### src/rtl/sifted_key_compactor.sv
// Sequential sifted-key compactor: packs valid sender/receiver bits LSB-first
// over N/LANES cycles and counts common positions and bit errors among them.
module sifted_key_compactor #(
    parameter int N     = 80,
    parameter int LANES = 4,
    parameter int LW    = $clog2(N + 1)
) (
    input  logic          clk,
    input  logic          rst,
    input  logic          start,
    output logic          ready,
    input  logic [N-1:0]  sender_sifted,
    input  logic [N-1:0]  sender_svalid,
    input  logic [N-1:0]  receiver_sifted,
    input  logic [N-1:0]  receiver_svalid,
    output logic [N-1:0]  sender_vsifted,
    output logic [N-1:0]  receiver_vsifted,
    output logic [LW-1:0] sender_len,
    output logic [LW-1:0] receiver_len,
    output logic [LW-1:0] common_cnt,
    output logic [LW-1:0] err_cnt,
    output logic          done
);

    localparam int CHUNKS = N / LANES;
    localparam int CW = (CHUNKS > 1) ? $clog2(CHUNKS) : 1;
    localparam logic [CW-1:0] LAST = CW'(CHUNKS - 1);
    localparam logic [LW-1:0] NL = LW'(N);

    typedef enum logic [1:0] {IDLE, SCAN, FIN} state_t;

    state_t state;
    logic [CW-1:0] chunk;
    logic [N-1:0]  sh_s, sh_sv, sh_r, sh_rv;
    logic [N-1:0]  s_work, r_work;
    logic [LW-1:0] s_idx, r_idx, c_cnt, e_cnt;

    logic [N-1:0]  s_nxt, r_nxt;
    logic [LW-1:0] s_idx_nxt, r_idx_nxt, c_nxt, e_nxt;

    // Shadows shift down each scan cycle, so the current chunk is always the low LANES bits.
    always_comb begin
        s_nxt     = s_work;
        r_nxt     = r_work;
        s_idx_nxt = s_idx;
        r_idx_nxt = r_idx;
        c_nxt     = c_cnt;
        e_nxt     = e_cnt;
        for (int l = 0; l < LANES; l++) begin
            if (sh_sv[l] && (s_idx_nxt < NL)) begin
                s_nxt[s_idx_nxt] = sh_s[l];
                s_idx_nxt = s_idx_nxt + LW'(1);
            end
            if (sh_rv[l] && (r_idx_nxt < NL)) begin
                r_nxt[r_idx_nxt] = sh_r[l];
                r_idx_nxt = r_idx_nxt + LW'(1);
            end
            if (sh_sv[l] && sh_rv[l]) begin
                c_nxt = c_nxt + LW'(1);
                if (sh_s[l] != sh_r[l]) begin
                    e_nxt = e_nxt + LW'(1);
                end
            end
        end
    end

    always_ff @(posedge clk) begin
        if (rst) begin
            state            <= IDLE;
            ready            <= 1'b1;
            done             <= 1'b0;
            chunk            <= '0;
            sh_s             <= '0;
            sh_sv            <= '0;
            sh_r             <= '0;
            sh_rv            <= '0;
            s_work           <= '0;
            r_work           <= '0;
            s_idx            <= '0;
            r_idx            <= '0;
            c_cnt            <= '0;
            e_cnt            <= '0;
            sender_vsifted   <= '0;
            receiver_vsifted <= '0;
            sender_len       <= '0;
            receiver_len     <= '0;
            common_cnt       <= '0;
            err_cnt          <= '0;
        end else begin
            unique case (state)
                IDLE: begin
                    done <= 1'b0;
                    if (start) begin
                        sh_s   <= sender_sifted;
                        sh_sv  <= sender_svalid;
                        sh_r   <= receiver_sifted;
                        sh_rv  <= receiver_svalid;
                        s_work <= '0;
                        r_work <= '0;
                        s_idx  <= '0;
                        r_idx  <= '0;
                        c_cnt  <= '0;
                        e_cnt  <= '0;
                        chunk  <= '0;
                        ready  <= 1'b0;
                        state  <= SCAN;
                    end
                end
                SCAN: begin
                    sh_s   <= sh_s >> LANES;
                    sh_sv  <= sh_sv >> LANES;
                    sh_r   <= sh_r >> LANES;
                    sh_rv  <= sh_rv >> LANES;
                    s_work <= s_nxt;
                    r_work <= r_nxt;
                    s_idx  <= s_idx_nxt;
                    r_idx  <= r_idx_nxt;
                    c_cnt  <= c_nxt;
                    e_cnt  <= e_nxt;
                    chunk  <= chunk + CW'(1);
                    if (chunk == LAST) begin
                        sender_vsifted   <= s_nxt;
                        receiver_vsifted <= r_nxt;
                        sender_len       <= s_idx_nxt;
                        receiver_len     <= r_idx_nxt;
                        common_cnt       <= c_nxt;
                        err_cnt          <= e_nxt;
                        done             <= 1'b1;
                        state            <= FIN;
                    end
                end
                FIN: begin
                    done  <= 1'b0;
                    ready <= 1'b1;
                    state <= IDLE;
                end
                default: begin
                    state <= IDLE;
                    ready <= 1'b1;
                    done  <= 1'b0;
                end
            endcase
        end
    end

endmodule

### config.mk
export PLATFORM = sky130hd
export DESIGN_NAME = sifted_key_compactor
export DESIGN_NICKNAME = d
export VERILOG_FILES = /design/src/rtl/sifted_key_compactor.sv
export SDC_FILE = /design/constraint.sdc
export NUM_CORES = 2
export LEC_CHECK = 0
export CAP_MARGIN = 10
export CORE_MARGIN = 5
export CORE_UTILIZATION = 51
export DETAILED_ROUTE_END_ITERATION = 8
export HOLD_SLACK_MARGIN = 0.15
export PLACE_DENSITY = 0.83
export SLEW_MARGIN = 20
export SYNTH_ARGS = -nofsm -noshare
export SYNTH_HDL_FRONTEND = slang
export SYNTH_SLANG_ARGS = --single-unit
### constraint.sdc
create_clock -name clk -period 4 [get_ports clk]
set_input_delay 0.8 -clock clk [delete_from_list [all_inputs] [get_ports clk]]
set_output_delay 0.8 -clock clk [all_outputs]
set_load 0.05 [all_outputs]
==> run metrics <==
result of the run=finished, violations left; failing checks=DRC; Post-Synthesis Cell Area=41700 µm²; maximum buffer depth of the clock tree=3; worst-path maximum fanout=9; all-layer global routing usage=0.382; number of synthesized flops with an enable pin=0; number of H-tree levels=3; primary flip-flop cell chosen by synthesis mapping=dfxtp_1; cell count after synthesis=5373; Netlist cell types=104; kind of critical path=flop to flop; power density over cell area=356 nW/µm²; area added between synthesis and finish=29.0%; number of flip-flops and latches in the synthesized netlist=705; final critical-path share of the clock period=0.968; final clock skew=0.0533 ns; number of antenna violations at the first check in global routing=32; Hold WS=0.431 ns; kind of end point of the critical path=flop; RSZ-0062 raised after global routing=yes; minimum setup slack after placement=-0.299 ns; final core utilization=0.665; effective utilization at floorplan=0.516; Clock transition at path regs=0.06 ns; remaining antenna violation count after routing=0; nets in the synthesized netlist=5713; via count of the first global-routing pass=43759; Worst slew margin=0.263; Die Area=87500 µm²; Avg WL per Cell=25.1 µm; Via-to-Cell Ratio=6.54; count of final max-slew check failures=0; asr flop ratio synth=0; Chip Height=296 µm; post-layout instance area=53800 µm²; share of cells above drive strength 1=0.172; Final Worst Setup Slack=0.129 ns; clock sink count=705; Reg2Reg Launch Point=r_idx[4]; cells traversed along the worst timing path=o21a_2, o211a_1, inv_1, ha_4, nand2_1, buf_4, a211o_1, o21a_1, o22ai_4, buf_6, a211oi_4, buf_4, nor4_4, buf_6, buf_12, nand4_1, and3_1, a311o_1; launch point of the worst path=r_idx[4]; final total negative setup slack=0 ns; required time of the worst setup path=4.55 ns; Final Hold Violating Endpoints=0; kind of start point of the critical path=flop; Avg Inst Size Synth=7.75 µm²; share of synthesized area occupied by flip-flops and latches=0.339; slowest library cell on the worst path=dfxtp_1; worst hold path class=flop to flop; number of design-rule violations left by the first detailed-router iteration=5969; floorplan die width=296 µm; static power due to leakage=20.3 nW; number of placed I/O pins=513; arrival time at the worst endpoint=4.42 ns; slew of the pin with the lowest slew margin=1.10 ns; last weighted congestion value of the routability-driven placer=1.06; final number of setup-violating endpoints=0; Peak supply drop=0.356 mV; final period demand of the worst path=3.87 ns; wire length of the first global-routing pass=263000 µm; detailed placer's ending HPWL=124000 µm; number of buffers added by the clock tree synthesis step=80; number of max-cap violations=0; TritonCTS clock tree=built; Clock Latency Late Sink=0.67 ns; Worst Min Path Start=sh_rv[48]; aggregate global routing overflow=0; final net count=6274; Routed Wire Length=178000 µm; timing-limited maximum frequency=258 MHz; largest stage delay on the critical path=0.34 ns; Detailed Routing Iterations Pass 1=9; via count=46372; number of buffer and inverter instances along the worst setup path=6; area of the core region=80800 µm²; largest net degree at the start of global routing=309; hold buffer count at cts=0; placed cell areas=50100 µm²; root cell of the clock tree=clkbuf_16; drc violations=2; cell row count=104; quantity of I/O buffers inserted on ports=512; YS warnings=0; Top delay family on crit path=compound AO/OA/AOI/OAI gates
-- cells by family (layout without fill, tap and decap cells) --
logic type,count (synthesis),after routing,synth area share
adder cells (fa/ha/maj),18,18,0.00535
other,0,30,0
buffers and inverters,547,1173,0.0519
flip-flops,705,705,0.339
AND/OR/NAND/NOR,2201,2201,0.242
multiplexers,378,378,0.0919
AO/OA/AOI/OAI,1454,1454,0.254
XOR/XNOR,70,70,0.0159
-- tightest hold or removal path: cells and delay by family (launching register included) --
kind	cells	cell delay [ns]
flip-flops	1	0.31
AND/OR/NAND/NOR	2	0.10
-- report_power, final --
group	internal (mW)	total [mW]	switching, mW	leakage, nW
Combinational	1.33	3.49	2.15	13.2
Sequential	7.38	7.62	0.242	5.76
Clock	4.68	8.03	3.35	1.39
Total	13.4	19.1	5.74	20.3
-- worst paths after layout --
| check | to | slack (ns) | cells after the start |
|---|---|---|---|
| worst min-delay path | sh_rv[44] | 0.43 | 2 |
| worst max register to register | receiver_vsifted[21] | 0.13 | 18 |
| worst min register to register | sh_rv[44] | 0.43 | 2 |
| worst max-delay path | receiver_vsifted[21] | 0.13 | 18 |
-- per-layer routing --
| layer | share of wire | track usage |
|---|---|---|
| met1 | 0.37 | 0.469 |
| met2 | 0.44 | 0.598 |
| met3 | 0.12 | 0.107 |
| met4 | 0.072 | 0.233 |
| met5 | 0.00033 | 0 |
-- synth_stat cells, drive strengths merged (22+ instances only) --
| cell type | count | share of area |
|---|---|---|
| nand2 | 882 | 0.079 |
| dfxtp | 705 | 0.34 |
| nor2 | 506 | 0.046 |
| clkbuf | 435 | 0.039 |
| o21ai | 383 | 0.046 |
| mux2i | 342 | 0.082 |
| nand3 | 263 | 0.032 |
| a21oi | 243 | 0.029 |
| nor2b | 156 | 0.023 |
| o221a | 153 | 0.041 |
| o31ai | 93 | 0.017 |
| a311oi | 86 | 0.018 |
| buf | 85 | 0.010 |
| nor3 | 84 | 0.011 |
| a22oi | 74 | 0.013 |
| nand4 | 70 | 0.011 |
| o211ai | 62 | 0.012 |
| o311ai | 60 | 0.013 |
| a22o | 59 | 0.012 |
| xnor2 | 51 | 0.012 |
| and3 | 45 | 0.0068 |
| o221ai | 43 | 0.0090 |
| or3 | 39 | 0.0060 |
| a31oi | 36 | 0.0056 |
| mux2 | 36 | 0.0097 |
| nor4 | 31 | 0.0061 |
| nand2b | 27 | 0.0041 |
| inv | 26 | 0.0023 |
| or2 | 23 | 0.0035 |
| a211oi | 22 | 0.0052 |
-- registers in the layout, summed over array words and instances (netlist names) --
| name | count |
|---|---|
| r_work | 80 |
| receiver_vsifted | 80 |
| s_work | 80 |
| sender_vsifted | 80 |
| sh_r | 80 |
| sh_rv | 80 |
| sh_s | 80 |
| sh_sv | 80 |
| c_cnt | 7 |
| common_cnt | 7 |
| e_cnt | 7 |
| err_cnt | 7 |
| r_idx | 7 |
| receiver_len | 7 |
| s_idx | 7 |
| sender_len | 7 |
| chunk | 5 |
| state | 2 |
| done | 1 |
| ready | 1 |
-- cell usage in the layout (no fill, tap or decap), types with 153 or more instances in the layout --
| cell type | instances |
|---|---|
| nor2b_1 | 155 |
| o221a_2 | 153 |
| o21ai_0 | 338 |
| mux2i_1 | 328 |
| nor2_1 | 478 |
| clkdlybuf4s50_1 | 510 |
| nand3_1 | 261 |
| nand2_1 | 871 |
| dfxtp_1 | 691 |
| buf_4 | 455 |
| a21oi_1 | 239 |
-- area by class of cell --
type	count	area [µm²]
Fill cell	6723	27100
Timing Repair Buffer	999	9100
Multi-Input combinational cell	4121	26100
Tap cell	1060	1330
Clock buffer	109	2280
Inverter	27	109
Clock inverter	38	634
Sequential cell	705	14100
Antenna cell	30	75.1
-- stage by stage --
stage	power (mW)	instances
3_5_place_dp	11.1	6900
6_report	19.1	7089
3_3_place_gp	11.0	6900
5_1_grt	19.7	7083
4_1_cts	19.0	7049
2_1_floorplan	9.59	5373
-- timing repair --
item	4_1_cts	5_1_grt
pin swaps	1	20
resized for setup	11	154
setup endpoints to repair	36	317
setup buffers	2	8
cloned	0	1
Power figures use the tool's default switching activity.
